--- src/rtl/sys_defs.sv ---
// rtl/sys_defs.sv - shared LSQ/Dcache definitions used by the Dcache port arbiter.
package sys_defs;

  localparam int BR_MASK_W = 4;

  typedef enum logic [1:0] {
    IDLE    = 2'd0,
    LD_PEND = 2'd1,
    ST_PEND = 2'd2
  } dc_arb_state_t;

endpackage

--- src/rtl/arb_starve_ctr.sv ---
// rtl/arb_starve_ctr.sv - saturating count of load grants that passed over a waiting store.
module arb_starve_ctr #(
  parameter int MAX = 4,
  parameter int W   = 3
) (
  input  logic clk,
  input  logic rst_n,
  input  logic inc_i,
  input  logic clr_i,
  output logic at_max_o
);

  localparam logic [W-1:0] MAX_V = W'(MAX);

  logic [W-1:0] cnt_q, cnt_d;

  always_comb begin
    cnt_d = cnt_q;
    if (clr_i) begin
      cnt_d = '0;
    end else if (inc_i && (cnt_q != MAX_V)) begin
      cnt_d = cnt_q + 1'b1;
    end
  end

  always_ff @(posedge clk or negedge rst_n) begin
    if (!rst_n) begin
      cnt_q <= '0;
    end else begin
      cnt_q <= cnt_d;
    end
  end

  assign at_max_o = (cnt_q == MAX_V);

endmodule

--- src/rtl/dcache_port_arb.sv ---
// rtl/dcache_port_arb.sv - shares the single Dcache request port between LQ loads and SQ-head stores.
module dcache_port_arb
  import sys_defs::*;
#(
  parameter int ST_STARVE_MAX = 4,
  parameter int CNT_W         = 3
) (
  input  logic                 clk,
  input  logic                 rst_n,
  input  logic                 ld_req_vld_i,
  input  logic [63:0]          ld_addr_i,
  input  logic [BR_MASK_W-1:0] ld_br_mask_i,
  output logic                 ld_req_rdy_o,
  input  logic                 st_req_vld_i,
  input  logic [63:0]          st_addr_i,
  input  logic [63:0]          st_data_i,
  output logic                 st_req_rdy_o,
  input  logic                 sq_full_i,
  input  logic                 rob_br_recovery_i,
  input  logic                 rob_br_pred_correct_i,
  input  logic [BR_MASK_W-1:0] rob_br_tag_fix_i,
  input  logic                 Dcache_req_ack_i,
  input  logic                 Dcache_mshr_stall_i,
  output logic                 lsq2Dcache_ld_en_o,
  output logic [63:0]          lsq2Dcache_ld_addr_o,
  output logic                 lsq2Dcache_st_en_o,
  output logic [63:0]          lsq2Dcache_st_addr_o,
  output logic [63:0]          lsq2Dcache_st_data_o
);

  dc_arb_state_t        state_q, state_d;
  logic [63:0]          ld_addr_q, ld_addr_d;
  logic [BR_MASK_W-1:0] ld_mask_q, ld_mask_d;
  logic [63:0]          st_addr_q, st_addr_d;
  logic [63:0]          st_data_q, st_data_d;

  logic starve_at_max;
  logic ld_squash, accept, slot_free, ld_ok, force_st, ld_grant, st_grant;
  logic [BR_MASK_W-1:0] clr_mask;

  arb_starve_ctr #(
    .MAX (ST_STARVE_MAX),
    .W   (CNT_W)
  ) u_starve_ctr (
    .clk      (clk),
    .rst_n    (rst_n),
    .inc_i    (ld_grant & st_req_vld_i),
    .clr_i    (st_grant),
    .at_max_o (starve_at_max)
  );

  always_comb begin
    ld_squash = (state_q == LD_PEND) & rob_br_recovery_i & (|(ld_mask_q & rob_br_tag_fix_i));
    // A squashed load is never treated as accepted, even with ack high.
    accept    = (state_q != IDLE) & Dcache_req_ack_i & ~Dcache_mshr_stall_i & ~ld_squash;
    slot_free = (state_q == IDLE) | accept | ld_squash;
    ld_ok     = ld_req_vld_i & ~(rob_br_recovery_i & (|(ld_br_mask_i & rob_br_tag_fix_i)));
    force_st  = st_req_vld_i & (sq_full_i | starve_at_max | ~ld_ok);
    // Grants are suppressed while reset is held so the LSQ never advances during reset.
    st_grant  = rst_n & slot_free & force_st;
    ld_grant  = rst_n & slot_free & ~force_st & ld_ok;
    clr_mask  = rob_br_pred_correct_i ? rob_br_tag_fix_i : '0;

    state_d   = state_q;
    ld_addr_d = ld_addr_q;
    ld_mask_d = ld_mask_q & ~clr_mask;
    st_addr_d = st_addr_q;
    st_data_d = st_data_q;

    if (slot_free) begin
      if (st_grant) begin
        state_d   = ST_PEND;
        st_addr_d = st_addr_i;
        st_data_d = st_data_i;
      end else if (ld_grant) begin
        state_d   = LD_PEND;
        ld_addr_d = ld_addr_i;
        ld_mask_d = ld_br_mask_i & ~clr_mask;
      end else begin
        state_d   = IDLE;
      end
    end
  end

  always_ff @(posedge clk or negedge rst_n) begin
    if (!rst_n) begin
      state_q   <= IDLE;
      ld_addr_q <= '0;
      ld_mask_q <= '0;
      st_addr_q <= '0;
      st_data_q <= '0;
    end else begin
      state_q   <= state_d;
      ld_addr_q <= ld_addr_d;
      ld_mask_q <= ld_mask_d;
      st_addr_q <= st_addr_d;
      st_data_q <= st_data_d;
    end
  end

  assign ld_req_rdy_o         = ld_grant;
  assign st_req_rdy_o         = st_grant;
  assign lsq2Dcache_ld_en_o   = (state_q == LD_PEND);
  assign lsq2Dcache_st_en_o   = (state_q == ST_PEND);
  assign lsq2Dcache_ld_addr_o = ld_addr_q;
  assign lsq2Dcache_st_addr_o = st_addr_q;
  assign lsq2Dcache_st_data_o = st_data_q;

endmodule

--- config.mk ---
export PLATFORM = sky130hd
export DESIGN_NAME = dcache_port_arb
export DESIGN_NICKNAME = d
export VERILOG_FILES = /design/src/rtl/sys_defs.sv /design/src/rtl/arb_starve_ctr.sv /design/src/rtl/dcache_port_arb.sv
export SDC_FILE = /design/constraint.sdc
export NUM_CORES = 1
export LEC_CHECK = 0
export CAP_MARGIN = 0
export CORE_AREA = 2 2 159 161
export DETAILED_ROUTE_END_ITERATION = 10
export DIE_AREA = 0 0 161 163
export PLACE_DENSITY = 0.69
export SLEW_MARGIN = 10
export SYNTH_ARGS = -nofsm -noshare
export SYNTH_HDL_FRONTEND = slang
export SYNTH_SLANG_ARGS = --single-unit
--- constraint.sdc ---
create_clock -name clk -period 2.01 [get_ports clk]
set_clock_uncertainty 0.2 [all_clocks]
set_input_delay 0.3015 -clock clk [delete_from_list [all_inputs] [get_ports clk]]
set_output_delay 0.3015 -clock clk [all_outputs]
set_load 0.02 [all_outputs]
# [Yosys cells after proc, flatten, opt, wreduce, memory -nomap -nowiden]
# Cells that the tools add are included.
[word_totals] reg_bits=201 out_inout_bits=196 wordCells=55
[classes] add_sub_neg=1 n_eq_ne=4 muxes=8 n_bitwise=28 reduce_logical=8
[ops] operator="4-bit bitwise AND" count=4
[ops] operator="4-bit 2-to-1 mux" count=4
[ops] operator="1-bit bitwise AND" count=13
[ops] operator="4-bit OR reduction" count=2
[ops] operator="3-bit 2-to-1 mux" count=2
[ops] operator="1-bit NOT" count=6
[ops] operator="4-bit NOT" count=1
[ops] operator="1-bit OR" count=4
[ops] operator="2-bit nonzero test" count=2
[ops] operator="3-bit by 1-bit adder with 3-bit output, second input constant" count=1
[ops] operator="3-bit equality test, second input constant" count=1
[ops] operator="3-bit inequality test, second input constant" count=1
[ops] operator="3-bit AND reduction" count=1
[ops] operator="2-bit by 1-bit equality test with 1-bit output, second input constant" count=1
[ops] operator="2-bit equality test, second input constant" count=1
[ops] operator="2-bit zero test" count=1
[ops] operator="2-bit 2-to-1 mux" count=1
[ops] operator="2-bit AND reduction" count=1
[ops] operator="1-bit logical AND" count=1
[ops] operator="1-bit 2-to-1 mux" count=1

# [Depth between registers and ports, before layout]
[depth] depth_word=15 mapped_depth=8 depth_no_buf=6

# [Modules after synthesis]
# Synthesis repeated with hierarchy kept, for this count alone.
[hier_totals] cells_unflattened=466 hier_area_um2=8115.3
[modules_own_cells] module="dcache_port_arb" n_inst=1 cells_each=448 area_each_um2=7917.6 seq_area_each_um2=4954.8
[modules_own_cells] module="arb_starve_ctr" n_inst=1 cells_each=18 area_each_um2=197.7 seq_area_each_um2=75.1

# [Worst setup path after synthesis]
# No wires, ideal clock.
[synth_timing] kind="reg2reg" start="register u_starve_ctr.cnt_q[0]" end="register st_addr_q[55], in the netlist lsq2Dcache_st_addr_o[55]" setup_time_ps=125 t_arrival_ps=1856 slack_ps=-171 stages_incl_launch_ff=8 path_buffers=1 cell_sequence="dfrtp_1 -> inv_1 -> ha_1 -> nand2_1 -> and3_1 -> a221oi_2 -> buf_2 -> mux2_2"
[synth_between] elab_chain_cells=6
[synth_lines] element="from (decl)" line_no="arb_starve_ctr.sv:15" rtl="logic [W-1:0] cnt_q, cnt_d;"
[synth_lines] element="from (signal assigned)" line_no="arb_starve_ctr.sv:30" rtl="cnt_q <= cnt_d;"
[synth_lines] element="3-bit equality test" line_no="arb_starve_ctr.sv:34" rtl="assign at_max_o = (cnt_q == MAX_V);"
[synth_lines] element="1-bit OR (2 in series)" line_no="dcache_port_arb.sv:58" rtl="force_st = st_req_vld_i & (sq_full_i | starve_at_max | ~ld_ok);"
[synth_lines] element="1-bit bitwise AND" line_no="dcache_port_arb.sv:58"
[synth_lines] element="1-bit bitwise AND" line_no="dcache_port_arb.sv:60" rtl="st_grant = rst_n & slot_free & force_st;"
[synth_lines] element="net st_req_rdy_o" line_no="dcache_port_arb.sv:17" rtl="output logic st_req_rdy_o,"
[synth_lines] element="2-bit AND reduction (no source line)"
[synth_lines] element="to (signal assigned)" line_no="dcache_port_arb.sv:96" rtl="st_addr_q <= st_addr_d;"
[synth_lines] element="to (decl)" line_no="dcache_port_arb.sv:34" rtl="logic [63:0] st_addr_q, st_addr_d;"
# The timed path passes the listed nets, and every way through them passes these cells.
# A chain may end at the register's enable or synchronous reset.

# [Worst setup path after layout]
[layout_timing] start="register u_starve_ctr.cnt_q[1]" end="register st_addr_q[61], in the netlist lsq2Dcache_st_addr_o[61]"
[layout_between] elab_chain_cells=6
[layout_lines] element="3-bit equality test" line_no="arb_starve_ctr.sv:34"
[layout_lines] element="1-bit OR (2 in series)" line_no="dcache_port_arb.sv:58"
[layout_lines] element="1-bit bitwise AND" line_no="dcache_port_arb.sv:58"
[layout_lines] element="1-bit bitwise AND" line_no="dcache_port_arb.sv:60"
[layout_lines] element="2-bit AND reduction (no source line)"
# Every way passes these cells.

==> flow_summary.yaml <==
grt:
  grt_usage: 0.1715
  first_global_vias: 6228
  grt_pass1_wl_mm: 35.65
  grt_max_degree: 115
  overflow: 0
  antenna_found_initial: 0
floorplanning:
  start_util: 0.3147
  fp-row-count: 58
  die_area_um2: 26240
  die_h_um: 163
  coreArea_um2: 24670
  die_w_um: 161
  ios: 405
hold_path:
  hp-class: "input port to register"
critical_path:
  crit_chain: "inv_2, ha_4, nand2_2, and3_4, a221oi_4, buf_6, clkbuf_16, buf_8, mux2_2"
  start_kind: "register"
  r2r_end: "lsq2Dcache_st_addr_o[61]"
  worst-endpoint-required_ns: 2.19
  reg2reg_depth: 9
  r2r_start: "u_starve_ctr.cnt_q[1]"
  crit_fanout: 9
  cp.arrival_ns: 2.49
  path_class: "register to register"
  cpPeakStageDelay_ns: 0.39
  cp-end-kind: "register"
  r2r_slack_ns: -0.31
  crit_start: "u_starve_ctr.cnt_q[1]"
  worstSetupEndpoint: "lsq2Dcache_st_addr_o[61]"
  slowest_stage: "dfrtp_1"
yosys:
  yosysWarnings: 0
  async_flop_share: 1.000
  ys_ff_latch: 201
  synth_edf_count: 0
  synth.cell_area_um2: 7764
  synthCells: 472
  synth.distinct_cells: 29
  avgSynthCellArea_um2: 16.45
  ys.flop_type: "dfrtp_1"
  ys_seq_area_frac: 0.6479
  syn_nets: 683
drt:
  ant_nets: 0
  drt_pass1_iterations: 4
  drc_errors: 0
  routed_wirelength_mm: 24.82
  avgViaCountPerCell: 4.516
  num_vias: 5821
  routedWlPerCell_um: 19.25
  dr.first_iter.drc_count: 228
placed_design:
  io_buffers: 404
  preCtsSetupSlack_ns: -0.6427
  place_hpwl_mm: 16.05
  gp_congestion: 0.8155
  placed_area_um2: 12410
run_status:
  outcome: "finished, violations left"
  failed_checks: "negative setup slack"
cells_and_area:
  drive_above_1_share: 0.3076
  final_common_cell: "clkdlybuf4s50_1"
  layout_common_cells: "314 x clkdlybuf4s50_1, 201 x dfrtp_1, 97 x mux2_4"
  final_area_um2: 14390
  num_antenna_cells: 0
  num-nets-final: 1154
  area_growth_pct: 85.37
timing:
  hold_viol: 0
  finalMaxSlewViolations: 0
  min_period_ns: 2.318
  fmax_mhz: 431.3
  setup_viol: 194
  rsz0062_at_grt: "yes"
  worst_pin_slew_ns: 0.6430
  slew_headroom: 0.5713
  timing.final.ws_setup_ns: -0.3084
  fin_crit_sh: 1.153
pwr:
  seqPwrFrac: 0.335
  p_sw_w: 0.006553
  swShare: 0.3298
  clkPwrFrac: 0.214
  powerDensity_nw_per_um2: 1381
  power_leakage_nw: 6.715
  intPower_w: 0.01332
  combPwrFrac: 0.451
  ir_drop_mv: 0.9079
clock_tree:
  clockBufferDepth: 3
  cts_max_level: 1
  clk_pin_slew_ns: 0.06
  clock-sinks: 201
  cts_root_buffer: "clkbuf_16"
  cts_tree: "yes"
  clkLatencyLatePin_ns: 0.50
  numCtsBuffers: 23
flow_run:
  cap_violations: 0
==> what timing repair did <==
item | CTS | global route
gates resized for setup | 120 | 130
buffers inserted | 8 | 1
hold endpoints to repair | 144 | 0
setup endpoints to repair | 215 | 314
pin swaps | 5 | 2
gates cloned | 9 | 10
hold buffers | 1 | 0
==> Yosys cell counts, drive strengths merged, types with 2 or more instances <==
master  instances  area share
a21o            2      0.0019
a21oi           3      0.0019
a22o            2      0.0023
a22oi           2      0.0019
a31o            2      0.0023
and2            2      0.0016
buf            22       0.025
dfrtp         201        0.65
ha              2      0.0032
inv             5      0.0024
mux2          192        0.28
mux2i           6      0.0077
nand2          15      0.0073
nand3           2      0.0013
nor2b           3      0.0024
==> kinds of logic after synthesis <==
| family | count (synthesis) | synth area share |
|---|---|---|
| AND/OR/NAND/NOR | 27 | 0.01708 |
| flip-flops | 201 | 0.6479 |
| buffers and inverters | 27 | 0.02772 |
| adder cells (fa/ha/maj) | 2 | 0.003223 |
| AO/OA/AOI/OAI | 17 | 0.01789 |
| multiplexers | 198 | 0.2862 |
==> flip-flops by register name (all words and copies together) (netlist names) <==
signal                count
ld_mask_q                 4
lsq2Dcache_ld_addr_o     64
lsq2Dcache_st_addr_o     64
lsq2Dcache_st_data_o     64
state_q                   2
u_starve_ctr.cnt_q        3
==> power by group through the flow <==
stage,sequential [W],combinational (W),clock [W]
floorplan,0.00866,0.00161,0
global placement,0.00659,0.00817,0
detailed placement,0.00665,0.00822,0
CTS,0.00663,0.00872,0.00436
global route,0.00687,0.00938,0.00453
finish,0.00666,0.00895,0.00426
==> area by class of cell <==
cell class	instances	area (um^2)
clock buffers	33	673.1
clock inverters	8	98.84
fillers	1934	10280
inverters	5	18.77
multi-input cells	244	2935
flip-flops and latches	201	5030
well taps	330	412.9
repair buffers	468	5223
==> critical path: cells and delay by family (launching register included) <==
kind | cells | cell delay (ns)
AND/OR/NAND/NOR | 2 | 0.21
AO/OA/AOI/OAI | 1 | 0.33
adder cells (fa/ha/maj) | 1 | 0.13
buffers and inverters | 4 | 0.61
multiplexers | 1 | 0.34
flip-flops | 1 | 0.39
==> metrics by stage <==
stage	utilization	hold slack, ns	TNS, ns	total power, W	instances
4_1_cts	0.5602	0.1744	-48.97	0.01971	1281
3_5_place_dp	0.5028	0.2139	-112.27	0.01487	1222
2_1_floorplan	-	-0.1941	-10.31	0.01027	472
3_3_place_gp	0.5028	0.2117	-107.55	0.01475	1222
5_1_grt	0.5833	0.1931	-63.68	0.02078	1289
6_report	0.5833	0.2043	-46.88	0.01987	1289
==> worst min-delay path by stage <==
stage / slack (ns) / startpoint / cells past startpoint / to
after floorplan: -0.19 / rst_n / 0 / ld_mask_q[0]
after global placement: 0.21 / rst_n / 2 / ld_mask_q[2]
after detailed placement: 0.21 / rst_n / 2 / ld_mask_q[2]
after CTS: 0.17 / st_addr_i[30] / 2 / lsq2Dcache_st_addr_o[30]
after global routing: 0.19 / st_addr_i[1] / 2 / lsq2Dcache_st_addr_o[1]
final: 0.20 / st_addr_i[3] / 2 / lsq2Dcache_st_addr_o[3]
==> layer usage <==
layer / vias up / wire, um / GRT usage
met2: 265 / 12430 / 0.2993
li1: 2623 / - / -
met5: - / 0 / 0
met4: 0 / 315 / 0.04099
met1: 2909 / 9815 / 0.2041
met3: 24 / 2257 / 0.05908
Power figures use the tool's default switching activity.
